--- src/rtl/reflet_timer_pkg.sv ---
// Shared definitions for the reflet_timer peripheral: register indices and bit positions.
package reflet_timer_pkg;

    typedef enum logic [2:0] {
        REG_CTRL     = 3'd0,
        REG_PRESCALE = 3'd1,
        REG_RELOAD   = 3'd2,
        REG_COUNT    = 3'd3,
        REG_STATUS   = 3'd4
    } reg_idx_e;

    localparam int unsigned NUM_REGS       = 5;
    localparam int unsigned CTRL_W         = 3;
    localparam int unsigned CTRL_RUN       = 0;
    localparam int unsigned CTRL_ONESHOT   = 1;
    localparam int unsigned CTRL_IRQ_EN    = 2;
    localparam int unsigned STATUS_EXPIRED = 0;

    // Byte address of register k for a given base and word stride.
    function automatic int unsigned reg_offset(int unsigned base, int unsigned k,
                                               int unsigned stride);
        return base + k * stride;
    endfunction

endpackage

--- src/rtl/reflet_timer_if.sv ---
// CPU-side bus and interrupt line of the reflet_timer peripheral.
interface reflet_timer_if #(
    parameter int unsigned wordsize = 32
);
    logic [wordsize-1:0] addr;
    logic [wordsize-1:0] data_in;
    logic                write_en;
    logic [wordsize-1:0] data_out;
    logic                interrupt;

    modport master (output addr, data_in, write_en, input data_out, interrupt);
    modport slave  (input addr, data_in, write_en, output data_out, interrupt);
endinterface

--- src/rtl/reflet_timer_counter.sv ---
// Prescaler: emits a one-cycle pulse every 'max' enabled cycles; max=0 never pulses.
module reflet_counter #(
    parameter int unsigned size = 32
) (
    input  logic            clk,
    input  logic            reset,
    input  logic            enable,
    input  logic [size-1:0] max,
    output logic            pulse
);
    logic [size-1:0] cnt_q, cnt_d;

    // '>=' rather than '==' so a PRESCALE lowered below the current phase wraps at once.
    always_comb begin
        pulse = enable && (max != '0) && (cnt_q >= max - size'(1));
        cnt_d = cnt_q;
        if (enable && (max != '0)) begin
            cnt_d = pulse ? '0 : cnt_q + size'(1);
        end
    end

    always_ff @(posedge clk) begin
        if (!reset) cnt_q <= '0;
        else        cnt_q <= cnt_d;
    end
endmodule

--- src/rtl/reflet_timer.sv ---
// Memory-mapped down-counting timer with sticky expiry flag, oneshot mode and interrupt.
module reflet_timer
    import reflet_timer_pkg::*;
#(
    parameter int unsigned wordsize  = 32,
    parameter int unsigned base_addr = 0
) (
    input  logic           clk,
    input  logic           reset,
    input  logic           enable,
    reflet_timer_if.slave  bus
);
    localparam int unsigned STRIDE = wordsize / 8;

    logic [CTRL_W-1:0]   ctrl_q, ctrl_d;
    logic [wordsize-1:0] prescale_q, prescale_d;
    logic [wordsize-1:0] reload_q, reload_d;
    logic [wordsize-1:0] count_q, count_d;
    logic                expired_q, expired_d;
    logic                hit;
    reg_idx_e            idx;
    logic                tick;
    logic                expire;
    logic [wordsize-1:0] rdata;

    reflet_counter #(.size(wordsize)) u_prescaler (
        .clk    (clk),
        .reset  (!reset),
        .enable (ctrl_q[CTRL_RUN] & enable),
        .max    (prescale_q),
        .pulse  (tick)
    );

    always_comb begin
        hit = 1'b0;
        idx = REG_CTRL;
        for (int k = 0; k < NUM_REGS; k++) begin
            if (bus.addr == wordsize'(reg_offset(base_addr, k, STRIDE))) begin
                hit = 1'b1;
                idx = reg_idx_e'(3'(k));
            end
        end
    end

    always_comb begin
        rdata = '0;
        if (!reset && hit) begin
            case (idx)
                REG_CTRL:     rdata = wordsize'(ctrl_q);
                REG_PRESCALE: rdata = prescale_q;
                REG_RELOAD:   rdata = reload_q;
                REG_COUNT:    rdata = count_q;
                REG_STATUS:   rdata = wordsize'(expired_q);
                default:      rdata = '0;
            endcase
        end
    end

    assign bus.data_out  = rdata;
    assign bus.interrupt = !reset && expired_q && ctrl_q[CTRL_IRQ_EN];

    // Hardware updates first, CPU writes afterwards so a write overrides a same-cycle event.
    always_comb begin
        ctrl_d     = ctrl_q;
        prescale_d = prescale_q;
        reload_d   = reload_q;
        count_d    = count_q;
        expired_d  = expired_q;
        expire     = tick && ctrl_q[CTRL_RUN] && (count_q == '0);

        if (tick && ctrl_q[CTRL_RUN]) begin
            if (count_q != '0) begin
                count_d = count_q - wordsize'(1);
            end else begin
                count_d = reload_q;
                if (ctrl_q[CTRL_ONESHOT]) ctrl_d[CTRL_RUN] = 1'b0;
            end
        end

        if (bus.write_en && hit) begin
            case (idx)
                REG_CTRL:     ctrl_d = bus.data_in[CTRL_W-1:0];
                REG_PRESCALE: prescale_d = bus.data_in;
                REG_RELOAD: begin
                    reload_d = bus.data_in;
                    count_d  = bus.data_in;
                end
                REG_STATUS:   if (bus.data_in[STATUS_EXPIRED]) expired_d = 1'b0;
                default: ;
            endcase
        end

        if (expire) expired_d = 1'b1;
    end

    always_ff @(posedge clk) begin
        if (reset) begin
            ctrl_q     <= '0;
            prescale_q <= '0;
            reload_q   <= '0;
            count_q    <= '0;
            expired_q  <= 1'b0;
        end else begin
            ctrl_q     <= ctrl_d;
            prescale_q <= prescale_d;
            reload_q   <= reload_d;
            count_q    <= count_d;
            expired_q  <= expired_d;
        end
    end
endmodule

--- src/flat_wrapper.sv ---
// flat-port wrapper written by rule: the top's interface ports become plain ports
module reflet_timer_flat import reflet_timer_pkg::*;
#(
    parameter int unsigned wordsize  = 32,
    parameter int unsigned base_addr = 0
)
  (clk, reset, enable, bus_addr, bus_data_in, bus_write_en, bus_data_out, bus_interrupt);
  reflet_timer_if #(.wordsize(wordsize)) bus_i ();
  input  logic clk;
  input  logic reset;
  input  logic enable;
  input wire logic [$bits(bus_i.addr)-1:0] bus_addr;
  input wire logic [$bits(bus_i.data_in)-1:0] bus_data_in;
  input wire logic [$bits(bus_i.write_en)-1:0] bus_write_en;
  output wire logic [$bits(bus_i.data_out)-1:0] bus_data_out;
  output wire logic [$bits(bus_i.interrupt)-1:0] bus_interrupt;
  assign bus_i.addr = bus_addr;
  assign bus_i.data_in = bus_data_in;
  assign bus_i.write_en = bus_write_en;
  assign bus_data_out = bus_i.data_out;
  assign bus_interrupt = bus_i.interrupt;
  reflet_timer #(.wordsize(wordsize), .base_addr(base_addr)) u_core (.clk(clk), .reset(reset), .enable(enable), .bus(bus_i));
endmodule
--- config.mk ---
export PLATFORM = sky130hd
export DESIGN_NAME = reflet_timer_flat
export DESIGN_NICKNAME = d
export VERILOG_FILES = /design/src/rtl/reflet_timer_pkg.sv /design/src/rtl/reflet_timer_if.sv /design/src/rtl/reflet_timer_counter.sv /design/src/rtl/reflet_timer.sv /design/src/flat_wrapper.sv
export SDC_FILE = /design/constraint.sdc
export NUM_CORES = 1
export LEC_CHECK = 0
export ABC_AREA = 1
export ABC_CLOCK_PERIOD_IN_PS = 4000
export BUFFER_PORTS_ARGS = -buffer_cell sky130_fd_sc_hd__buf_2
export CORE_ASPECT_RATIO = 1.25
export CORE_MARGIN = 2
export CORE_UTILIZATION = 40
export CTS_CLUSTER_DIAMETER = 40
export DETAILED_ROUTE_END_ITERATION = 8
export GPL_TIMING_DRIVEN = 0
export PLACE_DENSITY = 0.55
export SYNTH_ARGS = -nofsm -noshare
export SYNTH_HDL_FRONTEND = slang
export SYNTH_SLANG_ARGS = --single-unit
--- constraint.sdc ---
create_clock -name clk -period 4 [get_ports clk]
set_clock_uncertainty 0.15 [all_clocks]
set_input_delay 0.2 -clock clk [delete_from_list [all_inputs] [get_ports clk]]
set_output_delay 0.2 -clock clk [all_outputs]
set_load 0.005 [all_outputs]
Word-level counts from Yosys, hierarchy flattened:

Cells that the tools add are included.

* bits in read-only memories: 0
* output and inout bits: 33
* flip-flop bits (word level): 132
* logic and storage cells: 66
* memories kept: 0
* RAM bits: 0
* bits of input ports: 68
* latch bits: 0

* multiplexer cells: 25
* reductions and logical operators: 21
* add/sub/neg operators: 3
* magnitude comparators: 1
* divide/modulo/power cells: 0
* shifts and indexed selects: 0
* bitwise operators: 1
* eq/ne operators: 8
* multiply operators: 0

Operators with widths (count)
* $mux 32: 6
* $pmux 32 s5: 1
* $eq 32x4->1 const B: 2
* $logic_not 32->1: 2
* $reduce_bool 32->1: 2
* $sub 32x1->32 const B: 2
* $add 32x1->32 const B: 1
* $eq 32x3->1 const B: 1
* $eq 32x5->1 const B: 1
* $ge 32x32->1: 1
* $mux 1: 15
* $logic_and 1x1->1: 8
* $eq 3x2->1 const B: 2
* $reduce_and 2->1: 3
* $reduce_bool 2->1: 3
* $mux 2: 2
* $eq 3x1->1 const B: 1
* $eq 3x3->1 const B: 1
* $logic_not 3->1: 1
* $mux 3: 1
* $reduce_and 3->1: 1
* $and 1x1->1: 1
* $logic_not 1->1: 1

Depth between registers and ports, before layout:

* word-level depth: 9
* depth in mapped cells: 24
* depth with buffers taken out: 24

Modules after synthesis:

From an unflattened synthesis, not the netlist that was laid out.

* cells, all modules: 1604
* area total of the unflattened synthesis: 9919.5 um^2

By module, submodules not included
* reflet_timer: area an instance 6476.2 um^2, cells an instance 1068, sequential area each 2001.9 um^2, instances 1
* reflet_counter: area an instance 3443.3 um^2, cells an instance 536, sequential area each 640.6 um^2, instances 1

Least setup slack after synthesis:

OpenSTA, ideal clock, no wires.

* kind: register to register
* start: reg u_core.prescale_q[0]
* end: reg u_core.ctrl_q[0]
* data required time: 3733 ps
* arrival: 2823 ps
* setup time: 117 ps
* buffers on the path: 1
* clock period less this slack: 3089 ps
* cell stages (with the launch flop): 23
* slack: 911 ps
* cell sequence: dfxtp_1 -> inv_1 -> ha_1 -> inv_1 -> nor2_2 -> nand4_2 -> nor2_2 -> nand2_2 -> or2_1 -> nor2_1 -> xor2_1 -> inv_1 -> ha_1 -> nand2_1 -> nor2_1 -> nand2_1 -> a21oi_1 -> nor2_1 -> nand2_2 -> buf_2 -> nand3_1 -> nor2_1 -> nor2_1

* longest elaborated chain between the ends: 7
* elaborated cells on any way between the ends: 9
* those cells by class: 1 x add/sub; 1 x order compare; 3 x mux; 4 x reduce/logical

RTL lines
* from (decl): RTL line reflet_timer.sv:16 `logic [wordsize-1:0] prescale_q, prescale_d;`
* from (signal assigned): RTL line reflet_timer.sv:105 `prescale_q <= prescale_d;`
* $sub 32x1->32 / $reduce_bool 32->1 (equally long branches): RTL line reflet_timer_counter.sv:15 `pulse = enable && (max != '0) && (cnt_q >= max - size'(1));`
* $ge 32x32->1 / $logic_and 1x1->1 (equally long branches): RTL line reflet_timer_counter.sv:15
* $logic_and 1x1->1 *: RTL line reflet_timer_counter.sv:15
* $logic_and 1x1->1 *: RTL line reflet_timer.sv:71 `if (tick && ctrl_q[CTRL_RUN]) begin`
* $mux 1 *: RTL line reflet_timer.sv:71
* $mux 1: RTL line reflet_timer.sv:81 `case (idx)`
* $mux 1 *: RTL line reflet_timer.sv:80 `if (bus.write_en && hit) begin`
* to (signal assigned): RTL line reflet_timer.sv:104 `ctrl_q <= ctrl_d;`
* to (decl): RTL line reflet_timer.sv:15 `logic [CTRL_W-1:0] ctrl_q, ctrl_d;`

Every way passes the cells marked *; elsewhere a longest branch is shown, timed or not.
A chain may end at the register's enable or synchronous reset.

Worst setup path after layout:

* start: reg u_core.prescale_q[2]
* end: reg u_core.ctrl_q[0]

Same word-level chain as after synthesis.

==> flow_metrics.py <==
metrics = {
    "outcome": {
        "status": "finished clean",
    },
    "yosys": {
        "syn_area_um2": 9290,
        "synth-main-ff-cell": "dfxtp_1",
        "yosys.cell_types.count": 41,
        "syn_area_per_cell_um2": 6.20,
        "synth_compound_area_share_pct": 12.1,
        "ys_warn_count": 0,
        "synthXorXnorAreaFrac_pct": 4.52,
        "syn_inst": 1500,
        "syn_nets": 1604,
        "synth-edff-count": 0,
        "synth_top_family_by_area": "simple AND/OR/NAND/NOR gates",
        "synth-simple-area-share_pct": 40.9,
        "synthAdderAreaFrac_pct": 4.85,
        "synth.area.mux_share_pct": 0,
        "synthArstFlopShare_pct": 0,
        "synth-seq-cells": 132,
        "yosysSeqAreaShare_pct": 28.4,
    },
    "floorplan": {
        "die-area_um2": 24500,
        "rows": 62,
        "initial_core_util_pct": 40.6,
        "core-area_um2": 22900,
        "die_w_um": 140,
        "io_pins": 101,
        "die_y_um": 174,
    },
    "placed_design": {
        "placed_area_um2": 10200,
        "hpwl_um": 27500,
        "place_ws_ps": -28.4,
        "place.gp.congestion": 0.962,
        "io_buffers": 100,
    },
    "timing": {
        "tightest_slew_ps": 768,
        "final.setup.tns_ps": 0,
        "fin_crit_sh_pct": 94.0,
        "fmax_mhz": 266,
        "finalSetupViolCount": 0,
        "whs_ps": 33.1,
        "rsz0062_at_grt": "no",
        "fin_crit_ps": 3760,
        "slew_headroom_pct": 48.8,
        "final_max_slew_viol_count": 0,
        "final_hold_viol_count": 0,
        "timing.final.ws_setup_ps": 239,
    },
    "global_routing": {
        "grt_pass1_wl_um": 53900,
        "antenna_found_initial": 0,
        "grt_pass1_vias": 10000,
        "grt_max_degree": 17,
        "grt_usage_pct": 28.5,
        "grt_overflow_total": 0,
    },
    "worst_setup_path": {
        "timing.setup.critical_path_class": "flip-flop to flip-flop",
        "cp_max_fo": 10,
        "slowest_stage": "dfxtp_1",
        "critPathMaxStageDelay_ps": 360,
        "start_kind": "flip-flop",
        "worst_setup_path_end_kind": "flip-flop",
        "crit_family": "simple AND/OR/NAND/NOR gates",
        "crit_top_cell": "nand2_1",
        "path_cells": "inv_1, nand3_1, nor3_2, nand2_1, inv_1, nand2_1, inv_1, nand3_1, nor2_1, xnor2_1, ha_1, nand2_1, nor2_1, nand2_1, nor2_1, nand2_1, nand4_1, nand2_1, nand2_4, clkbuf_4, nand3_1, nor2_1, nor2_1",
        "cp.required_ps": 4170,
        "crit_buf_inv": 4,
        "arrival_ps": 3930,
    },
    "routing": {
        "viasPerCell": 5.30,
        "routed_wirelength_um": 34600,
        "drtAntennaViolNets": 0,
        "detail_route.wl_per_cell_um": 17.7,
        "drt-pass1-iter-count": 5,
        "drc": 0,
        "vias": 10400,
        "dr.first_iter.drc_count": 748,
    },
    "clock_tree": {
        "cts_root_buffer": "clkbuf_16",
        "cts_tree": "done",
        "cts_sinks": 132,
        "htreeDepth": 4,
        "clk_path_buf_depth": 2,
        "insertion_delay_ps": 430,
        "numCtsBuffers": 17,
        "cts.clk_slew.worst_paths_ps": 60,
    },
    "finish": {
        "drive_above_1_share_pct": 13.4,
        "final_cell_mix": "439 x nand2_1, 176 x nor2_1, 158 x nand3_1",
        "diodes": 0,
        "layout_commonest_cell": "nand2_1",
        "final_nets": 1757,
        "fill_cells": 2472,
        "area_growth_pct": 19.9,
        "post-route-cell-area_um2": 11100,
    },
    "power_and_ir_drop": {
        "irDropWorstVdd_mv": 0.270,
        "p_leak_uw": 0.00514,
        "power.density_nw_per_um2": 276,
    },
    "min_path": {
        "min_path_type": "input port to flip-flop",
    },
    "flow_run": {
        "maxCapViolations": 0,
    },
}
flip-flops by register name, indices dropped and copies added (netlist names):
name and count:
u_core.count_q 32, u_core.u_prescaler.cnt_q 32, u_core.prescale_q 32, u_core.expired_q 1, u_core.ctrl_q 3, u_core.reload_q 32
layer usage:
| layer | GRT usage (%) | vias up | share of wire, % |
|---|---|---|---|
| met5 | 0 | - | 0 |
| met4 | 15.2 | 0 | 5.0 |
| met3 | 3.86 | 97 | 4.4 |
| met2 | 49.6 | 329 | 49 |
| met1 | 33.8 | 4725 | 42 |
| li1 | - | 5201 | - |
area by class of cell:
| type | instances | area [µm²] | share of cell area, % |
|---|---|---|---|
| multi-input combinational | 1170 | 5830 | 52.3 |
| sequential | 132 | 2640 | 23.7 |
| timing repair buffer | 134 | 836 | 7.50 |
| inverter | 138 | 523 | 4.69 |
| clock buffer | 18 | 429 | 3.85 |
| tap | 288 | 360 | 3.23 |
| buffer | 60 | 347 | 3.11 |
| clock inverter | 14 | 176 | 1.58 |
Yosys cell counts, types with 23 or more instances:
library cell | instances | area share (%)
o21ai_0 | 30 | 1.6
nand2_1 | 439 | 18
a21oi_1 | 134 | 7.2
xor2_1 | 34 | 3.2
nand4_1 | 28 | 1.9
nand3_1 | 158 | 8.5
a31oi_1 | 32 | 2.2
ha_1 | 36 | 4.8
buf_2 | 23 | 1.2
nor2_1 | 178 | 7.2
inv_1 | 134 | 5.4
dfxtp_1 | 132 | 28
timing repair:
| action | CTS | global route |
|---|---|---|
| endpoints found under the hold margin | 89 | 0 |
| setup endpoints to repair | 11 | 61 |
| gates resized for setup | 3 | 13 |
| hold buffers | 32 | 0 |
| pin swaps | 1 | 3 |
| setup buffers | 0 | 2 |
cell families after synthesis:
| kind of cell | count (synthesis) |
|---|---|
| buf+inv | 198 |
| flops | 132 |
| xor+xnor | 48 |
| fa+ha+maj | 36 |
| compound gates | 211 |
| simple gates | 875 |
worst paths after layout:
check                                                       start                                end  slack, ps  cells after the start
worst min register to register  u_core.prescale_q[0]$_SDFFE_PP0P_  u_core.prescale_q[0]$_SDFFE_PP0P_        330                      2
worst min-delay path                                        reset        u_core.ctrl_q[0]$_SDFF_PP0_         30                      4
worst max-delay path            u_core.prescale_q[2]$_SDFFE_PP0P_        u_core.ctrl_q[0]$_SDFF_PP0_        240                     23
worst max register to register  u_core.prescale_q[2]$_SDFFE_PP0P_        u_core.ctrl_q[0]$_SDFF_PP0_        240                     23
worst reg2reg max path: cells and delay by family (launching register included):
family                   cells  cell delay (ps)
adder cells (fa/ha/maj)      1              300
XOR/XNOR                     1              100
AND/OR/NAND/NOR             17             2180
flip-flops                   1              360
buffers and inverters        4              570
stage by stage:
stage          cells  total power, µW  util [%]
6_report        1954             3080      48.7
2_1_floorplan   1500             1380         -
4_1_cts         1952             3100      48.5
3_5_place_dp    1888             1440      44.4
3_3_place_gp    1888             1440      44.4
5_1_grt         1954             3160      48.7
power by group:
part	switching [µW]	total [µW]	internal, µW
clock network	652	1640	988
logic	72.5	125	53.0
registers	0.000000186	1310	1310
Power figures use the tool's default switching activity.
